==> config.mk <==
export PLATFORM = sky130hd
export DESIGN_NAME = uart_tx_arbiter
export DESIGN_NICKNAME = d
export VERILOG_FILES = /design/src/rtl/uart_tx_arbiter.sv
export SDC_FILE = /design/constraint.sdc
export NUM_CORES = 1
export LEC_CHECK = 0
export CORE_AREA = 2 2 136 138
export DETAILED_ROUTE_END_ITERATION = 8
export DIE_AREA = 0 0 138 140
export GPL_ROUTABILITY_DRIVEN = 0
export PLACE_DENSITY = 0.75
export SKIP_CTS_REPAIR_TIMING = 1
export SLEW_MARGIN = 20
export SYNTH_ARGS = -nofsm -noshare
export SYNTH_HDL_FRONTEND = slang
export SYNTH_SLANG_ARGS = --single-unit
==> constraint.sdc <==
create_clock -name clk -period 2.1 [get_ports clk]
set_clock_uncertainty 0.05 [all_clocks]
set_input_delay 0.42 -clock clk [delete_from_list [all_inputs] [get_ports clk]]
set_output_delay 0.42 -clock clk [all_outputs]
set_load 0.005 [all_outputs]
==> src/rtl/uart_tx_arbiter.sv <==
// Round-robin arbiter that feeds one UART transmitter from several requesters.
// Each requester owns a one-word holding slot; one word is in flight at a time.
module uart_tx_arbiter #(
   parameter int unsigned P_REQUESTERS = 4,
   parameter int unsigned P_DATA_WIDTH = 32
) (
   input  logic                                   clk,
   input  logic                                   resetn,
   input  logic [P_REQUESTERS*P_DATA_WIDTH-1:0]   ip_req_data,
   input  logic [P_REQUESTERS-1:0]                i_req_dv,
   output logic [P_REQUESTERS-1:0]                o_req_full,
   output logic [P_REQUESTERS-1:0]                o_req_done,
   output logic [P_REQUESTERS-1:0]                o_overflow,
   output logic [P_DATA_WIDTH-1:0]                op_tx_data,
   output logic                                   o_tx_dv,
   input  logic                                   i_tx_ready,
   output logic [$clog2(P_REQUESTERS)-1:0]        o_grant_id,
   output logic                                   o_busy
);

   localparam int unsigned ID_W = $clog2(P_REQUESTERS);

   typedef enum logic [1:0] {
      IDLE      = 2'd0,
      ISSUE     = 2'd1,
      WAIT_LOW  = 2'd2,
      WAIT_HIGH = 2'd3
   } state_t;

   state_t                  state_q, state_d;
   logic [1:0]              to_cnt_q, to_cnt_d;
   logic [P_REQUESTERS-1:0] full_q, full_d;
   logic [P_REQUESTERS-1:0] done_q, done_d;
   logic [P_REQUESTERS-1:0] ovf_q, ovf_d;
   logic [P_DATA_WIDTH-1:0] slot_q [P_REQUESTERS];
   logic [P_DATA_WIDTH-1:0] slot_d [P_REQUESTERS];
   logic [P_DATA_WIDTH-1:0] tx_data_q, tx_data_d;
   logic [ID_W-1:0]         grant_q, grant_d;
   logic [ID_W-1:0]         last_q, last_d;
   logic [ID_W-1:0]         pick_s;
   logic                    tx_dv_q, tx_dv_d;
   logic                    busy_q, busy_d;

   // First full slot found searching upward from the requester after the last grant.
   function automatic logic [ID_W-1:0] rr_pick(input logic [P_REQUESTERS-1:0] full,
                                                input logic [ID_W-1:0]         last);
      logic [ID_W-1:0] cand;
      logic [ID_W-1:0] pick;
      logic            found;
      pick  = last;
      found = 1'b0;
      for (int unsigned i = 1; i <= P_REQUESTERS; i++) begin
         cand = ID_W'((32'(last) + i) % P_REQUESTERS);
         if (!found && full[cand]) begin
            pick  = cand;
            found = 1'b1;
         end
      end
      return pick;
   endfunction

   assign pick_s = rr_pick(full_q, last_q);

   // FSM state and WAIT_LOW timeout counter.
   always_ff @(posedge clk or negedge resetn) begin
      if (!resetn) begin
         state_q  <= IDLE;
         to_cnt_q <= 2'd0;
      end else begin
         state_q  <= state_d;
         to_cnt_q <= to_cnt_d;
      end
   end

   // Next-state logic; ready stuck high for four WAIT_LOW cycles counts as the low phase.
   always_comb begin
      state_d  = state_q;
      to_cnt_d = to_cnt_q;
      case (state_q)
         IDLE: begin
            if ((|full_q) && i_tx_ready) begin
               state_d = ISSUE;
            end else begin
               state_d = IDLE;
            end
         end
         ISSUE: begin
            state_d  = WAIT_LOW;
            to_cnt_d = 2'd0;
         end
         WAIT_LOW: begin
            if (!i_tx_ready || (to_cnt_q == 2'd3)) begin
               state_d = WAIT_HIGH;
            end else begin
               to_cnt_d = to_cnt_q + 2'd1;
            end
         end
         WAIT_HIGH: begin
            if (i_tx_ready) begin
               state_d = IDLE;
            end else begin
               state_d = WAIT_HIGH;
            end
         end
         default: begin
            state_d  = IDLE;
            to_cnt_d = 2'd0;
         end
      endcase
   end

   // Output and grant bookkeeping, registered from the next state.
   always_comb begin
      grant_d   = grant_q;
      tx_data_d = tx_data_q;
      last_d    = last_q;
      done_d    = '0;
      tx_dv_d   = (state_d == ISSUE);
      busy_d    = (state_d != IDLE);
      if ((state_q == IDLE) && (state_d == ISSUE)) begin
         grant_d   = pick_s;
         tx_data_d = slot_q[pick_s];
      end else begin
         grant_d   = grant_q;
      end
      if ((state_q == WAIT_HIGH) && i_tx_ready) begin
         done_d[grant_q] = 1'b1;
         last_d          = grant_q;
      end else begin
         last_d          = last_q;
      end
   end

   // Holding slots: the issued slot frees in the ISSUE cycle, so a same-cycle dv refills it.
   always_comb begin
      full_d = full_q;
      ovf_d  = '0;
      for (int n = 0; n < P_REQUESTERS; n++) begin
         slot_d[n] = slot_q[n];
         if ((state_q == ISSUE) && (grant_q == ID_W'(n))) begin
            full_d[n] = 1'b0;
         end else begin
            full_d[n] = full_q[n];
         end
         if (i_req_dv[n] && !full_d[n]) begin
            full_d[n] = 1'b1;
            slot_d[n] = ip_req_data[n*P_DATA_WIDTH +: P_DATA_WIDTH];
         end else begin
            ovf_d[n]  = i_req_dv[n];
         end
      end
   end

   // Datapath and output registers.
   always_ff @(posedge clk or negedge resetn) begin
      if (!resetn) begin
         full_q    <= '0;
         done_q    <= '0;
         ovf_q     <= '0;
         tx_data_q <= '0;
         grant_q   <= '0;
         last_q    <= ID_W'(P_REQUESTERS - 1);
         tx_dv_q   <= 1'b0;
         busy_q    <= 1'b0;
         for (int n = 0; n < P_REQUESTERS; n++) begin
            slot_q[n] <= '0;
         end
      end else begin
         full_q    <= full_d;
         done_q    <= done_d;
         ovf_q     <= ovf_d;
         tx_data_q <= tx_data_d;
         grant_q   <= grant_d;
         last_q    <= last_d;
         tx_dv_q   <= tx_dv_d;
         busy_q    <= busy_d;
         for (int n = 0; n < P_REQUESTERS; n++) begin
            slot_q[n] <= slot_d[n];
         end
      end
   end

   assign o_req_full = full_q;
   assign o_req_done = done_q;
   assign o_overflow = ovf_q;
   assign op_tx_data = tx_data_q;
   assign o_tx_dv    = tx_dv_q;
   assign o_grant_id = grant_q;
   assign o_busy     = busy_q;

endmodule

# After elaboration in Yosys (flattened, before gate mapping)
# Index checks and enable logic that the tools add are counted.
[classes] n_eq_ne=9 mux=39 reduce_logical=30 order_cmp=7 add_sub_neg=5 n_bitwise=1
[op_table] cell="$bmux W32 S2" count=1
[op_table] cell="$mux W32" count=2
[op_table] cell="$mux W1" count=21
[op_table] cell="$logic_and A1 B1 Y1" count=15
[op_table] cell="$lt A2 B3 Y1 const B" count=5
[op_table] cell="$mux W2" count=7
[op_table] cell="$eq A2 B2 Y1 const B" count=5
[op_table] cell="$bmux W1 S2" count=4
[op_table] cell="$logic_not A1 Y1" count=8
[op_table] cell="$pmux W2 S4" count=1
[op_table] cell="$add A2 B1 Y2 const B" count=3
[op_table] cell="$eq A2 B1 Y1 const B" count=3
[op_table] cell="$add A2 B2 Y2 const B" count=2
[op_table] cell="$logic_not A2 Y1" count=2
[op_table] cell="$mux W4" count=1
[op_table] cell="$pmux W2 S2" count=1
[op_table] cell="$reduce_bool A2 Y1" count=2
[op_table] cell="$reduce_or A4 Y1" count=1
[op_table] cell="$ge A3 B3 Y1 const B" count=1
[op_table] cell="$not A2 Y3" count=1
[op_table] cell="$demux W1 S2" count=1
[op_table] cell="$ge A2 B1 Y1 const B" count=1
[op_table] cell="$ne A2 B2 Y1 const B" count=1
[op_table] cell="$reduce_and A2 Y1" count=1
[op_table] cell="$logic_or A1 B1 Y1" count=1
[totals] regBits=182 output_inout_bits=48 in_bits=135 wordCells=105

# Longest topological paths before layout
[logic_depth] depth_word=17 mapped_depth=8 mapped_depth_nobuf=6

# Worst setup path before layout
# OpenSTA, ideal clock, no wires.
[synth_path] path_kind="reg2reg" from="register state_q[1]" to="register tx_data_q[10] (netlist: op_tx_data[10])" t_required_ns=1.908 stages_incl_launch_ff=9 period_less_slack_ns=2.073 n_path_buf=4 arrival_time_ns=1.881 path_slack_ns=0.027 setup_ns=0.142 path_cell_list="dfrtp_1 > clkbuf_1 > or3_1 > buf_2 > or3_1 > buf_6 > buf_6 > o32ai_2 > a211oi_1"
[synth_between] elab_chain_cells=4 elab_cells_between_ends=8 classes_between="eq/ne: 4; mux: 2; reduce/logical: 2"
[synth_lines] element="start: declaration" line="30" source="state_t state_q, state_d;"
[synth_lines] element="start signal: assignment" line="70" source="state_q <= state_d;"
[synth_lines] element="$eq A2 B2 Y1, or another cell as far along" line="79" source="case (state_q)"
[synth_lines] element="$pmux W2 S4" line="79"
[synth_lines] element="$eq A2 B1 Y1" line="120" source="if ((state_q == IDLE) && (state_d == ISSUE)) begin"
[synth_lines] element="$logic_and A1 B1 Y1 (*)" line="120"
[synth_lines] element="end signal: assignment" line="172" source="tx_data_q <= tx_data_d;"
[synth_lines] element="end: declaration" line="37" source="logic [P_DATA_WIDTH-1:0] tx_data_q, tx_data_d;"
# Mark *: on every way between the ends. The rest lies on a longest branch, timed or not.
# A chain may end at the register's enable or synchronous reset.

# Worst setup path after layout
[layout_path] from="register full_q[1] (netlist: o_req_full[1])" to="register tx_data_q[29] (netlist: op_tx_data[29])"
[layout_between] elab_chain_cells=16 elab_cells_between_ends=31 classes_between="eq/ne: 1; mux: 20; bitwise: 1; reduce/logical: 9"
[layout_lines] element="start: declaration" line="32" source="logic [P_REQUESTERS-1:0] full_q, full_d;"
[layout_lines] element="start signal: assignment" line="169" source="full_q <= full_d;"
[layout_lines] element="$bmux W1 S2" line="54" source="if (!found && full[cand]) begin"
[layout_lines] element="$mux W1 (implied by the code)" line="54"
[layout_lines] element="$mux W1" line="54"
[layout_lines] element="$logic_not A1 Y1" line="54"
[layout_lines] element="$logic_and A1 B1 Y1" line="54"
[layout_lines] element="$mux W1" line="54"
[layout_lines] element="$logic_not A1 Y1" line="54"
[layout_lines] element="$logic_and A1 B1 Y1" line="54"
[layout_lines] element="$mux W1" line="54"
[layout_lines] element="$logic_not A1 Y1" line="54"
[layout_lines] element="$logic_and A1 B1 Y1" line="54"
[layout_lines] element="$mux W2" line="54"
[layout_lines] element="$not A2 Y3 (implied by the code)" line="122" source="tx_data_d = slot_q[pick_s];"
[layout_lines] element="$bmux W32 S2" line="122"
[layout_lines] element="$mux W32 (implied by the code) (2 in a row)" line="122"
# Parallel ways exist; a longest one is shown, timed or not. The select of a mux whose other input is x is not followed.

==> results by group <==
Worst setup path
  • Cells on worst reg2reg path: 6
  • Critical path arrival: 2280 ps
  • Launching point of the worst reg2reg path: o_req_full[1]
  • Required time of the critical path: 2350 ps
  • Max FO, Critical Path: 9
  • Critical path class: flip-flop to flip-flop
  • Startpoint type of the worst setup path: flip-flop
  • Slack of the worst reg-to-reg path: 80 ps
  • Crit end category: flip-flop
  • Reg2reg end: op_tx_data[29]

Synth
  • Largest area contributor in the netlist: dfrtp_1
  • Area share of the largest cell type after synthesis: 57.1%
  • Top cells by count, synth: dfrtp_1 (180), mux2_2 (129), a211oi_1 (64)
  • Average cell area after synthesis: 14.3 µm²
  • Synth Flop Type: dfrtp_1
  • Cell with the most instances after synthesis: dfrtp_1
  • Number of flops mapped to enable cells by yosys: 0
  • Syn_nets: 689
  • Syn. warnings: 0
  • Area contributors post-synth: dfrtp_1 (57%), mux2_2 (18%), a211oi_1 (6.1%)
  • Cells after synthesis: 553
  • Seq/Total Area, Yosys: 57.8%
  • Synth async-reset ratio: 100%
  • #FFs+latches synth: 182
  • Netlist cell types: 34
  • Post-Syn Area: between 0.007 and 0.008 mm²

Power and ir drop
  • Pleak: 4.69 nW
  • Switching power: 5.05 mW
  • Internal: 10.4 mW
  • Switching Share: 32.8%
  • Share of power burned in registers: about two fifths
  • Clk pwr share: 20.5%
  • Comb pwr share: about two fifths
  • Pwr dens: ~1400 mW/mm²
  • Max IR drop VDD: 0.000736 V

Die
  • Die Span X: about 140 µm
  • Die height: 140 µm
  • Initial cell density of the core: 44.4%
  • Top Ports: approximately 180
  • Area of the core: 0.0178 mm²
  • Site row count: 49
  • Die footprint: 0.0193 mm²

STA
  • PnR worst setup slack: roughly 76 ps
  • Endpoints failing setup: 0
  • FMAX: roughly 490 MHz
  • Rel. slew slack: 65.8%
  • Setup TNS: 0 ps
  • Fin crit share: 96.4%
  • Worst Max-Slew Pin Slew: 514 ps
  • Hold WS: 420 ps
  • Slew Limit Fails: 0
  • Final Hold Viols: 0
  • Min Tclk post-route: 2020 ps

Detailed routing
  • Antenna-violating nets left: 0
  • Drt first pass iters: 5
  • DR DRC count: 0
  • Vias per cell: 5.54
  • Vias: 5547
  • Routed WL: 20900 µm
  • Number of DRC markers in iteration 0: 343
  • DR WL/cell: between 20 and 25 µm

GRT
  • Number of global-route vias before repair: 6202
  • GRT Total Usage: between 20% and 30%
  • Largest net degree at the start of global routing: 59
  • Antenna violations before repair: 0
  • Congestion Overflow GR: 0
  • First-pass GRT wire length: approximately 33000 µm

CTS
  • Skew-Pair Late Insertion Delay: 430 ps
  • CTS tree: done
  • CTS Buf Count: 17
  • Root Driver: clkbuf_16
  • Htree depth: 4
  • Clock Sinks: 182
  • Clock Path Buffers: 2
  • Reg clk slew, reported paths: 60 ps

Cells and area
  • Area grow syn2layout: 40.7%
  • Multi-input gate area: 0.00323 mm²
  • Layout cells sized above 1: 33.2%
  • Fin cells: 1002
  • FF+latch area: 0.00456 mm²
  • Fin nets: around 900
  • Fillers: 1314
  • Diode count: 0

Place
  • Placed insts: approximately 970
  • Setup WS pre-CTS: -527 ps
  • Port Buf Inserts: approximately 180
  • HPWL after DPL: around 14000 µm

Flow run
  • Maxcap violations: 0

Worst hold path
  • Hold depth: 3
  • Worst min-delay path startpoint: i_tx_ready
  • Hold Crit Class: input port to flip-flop
  • Hold Path End: state_q[0]

Status
  • Status: finished, final reports clean
## cell families (layout without fill, tap and decap cells)
group / count (synthesis) / count (layout) / synth area share (%)
muxes: 162 / 162 / 22.6
and+or+nand+nor: 48 / 48 / 2.89
AOI/OAI and AO/OA: 113 / 113 / 13.7
buffers and inverters: 47 / 267 / 2.87
adders and majority gates: 1 / 1 / 0.159
DFF: 182 / 182 / 57.8
## layout by cell type, fill, tap and decap left out, types with 2 or more instances in the layout
cell / count
o21ai_0: 5
clkdlybuf4s50_1: 180
a21o_1: 2
dfstp_2: 2
nor2b_1: 3
mux2i_1: 33
or3_4: 2
nand2_2: 3
o32ai_2: 29
inv_1: 7
nand2b_1: 3
buf_12: 17
a211oi_1: 62
a21oi_1: 3
nor2_1: 10
nand3_1: 2
dfrtp_2: 3
a211oi_2: 2
clkbuf_8: 5
inv_6: 4
nand2_1: 15
clkinv_4: 4
dfrtp_1: 177
clkbuf_16: 18
mux2_2: 129
and3_1: 3
buf_4: 25
## state kept, by name (all words and copies together), names as in the netlist
register	count
last_q	2
op_tx_data	32
o_busy	1
o_overflow	4
o_grant_id	2
o_req_full	4
slot_q	128
o_req_done	4
state_q	2
o_tx_dv	1
to_cnt_q	2
## per-stage QoR
stage / util, % / power [mW] / instance area, µm²
2_1_floorplan: - / 9.43 / 7890
4_1_cts: 61.8 / 15.4 / 11000
3_3_place_gp: 58.5 / 11.9 / 10400
6_report: 62.4 / 15.4 / 11100
3_5_place_dp: 58.5 / 12.2 / 10400
5_1_grt: 62.4 / 16.2 / 11100
## critical path, cell delays in order, from the launching register on
cell and delay (ps):
dfrtp_2 430, o41ai_4 100, or3_4 390, or3_4 430, clkbuf_16 210, o32ai_2 230
a211oi_1 70
## layout make-up
cell class                 count  share of cell area [%]
tap                          229                    2.58
inverter                       8                   0.270
sequential                   182                    41.1
multi-input combinational    324                    29.1
clock buffer                  21                    4.33
timing repair buffer         227                    21.6
clock inverter                11                    1.01
## power by group through the flow
| stage | Sequential (mW) | Combinational [mW] | Clock (mW) |
|---|---|---|---|
| final | 6.35 | 5.90 | 3.16 |
| after global routing | 6.53 | 6.32 | 3.38 |
| after CTS | 6.30 | 5.86 | 3.22 |
| after detailed placement | 6.35 | 5.82 | 0 |
| after global placement | 6.25 | 5.61 | 0 |
| after floorplan | 6.03 | 3.40 | 0 |
## metal layers
| metal | GRT usage [%] | wire, µm | vias up |
|---|---|---|---|
| met2 | 38.2 | 10700 | 188 |
| met3 | 4.31 | 975 | 31 |
| met4 | 9.61 | 512 | 0 |
| li1 | - | - | 2497 |
| met5 | 0 | 0 | - |
| met1 | 26.8 | 8730 | 2831 |
## worst max-delay path by stage
stage | start | to | slack [ps] | cells after the start
floorplan | state_q[1] | op_tx_data[10] | 30 | 8
global placement | i_tx_ready | op_tx_data[30] | -520 | 7
detailed placement | i_tx_ready | op_tx_data[31] | -530 | 7
CTS | i_tx_ready | op_tx_data[31] | -90 | 7
global route | o_req_full[1] | op_tx_data[6] | -40 | 8
finish | o_req_full[1] | op_tx_data[29] | 80 | 6
(Power assumes the default switching activity.)
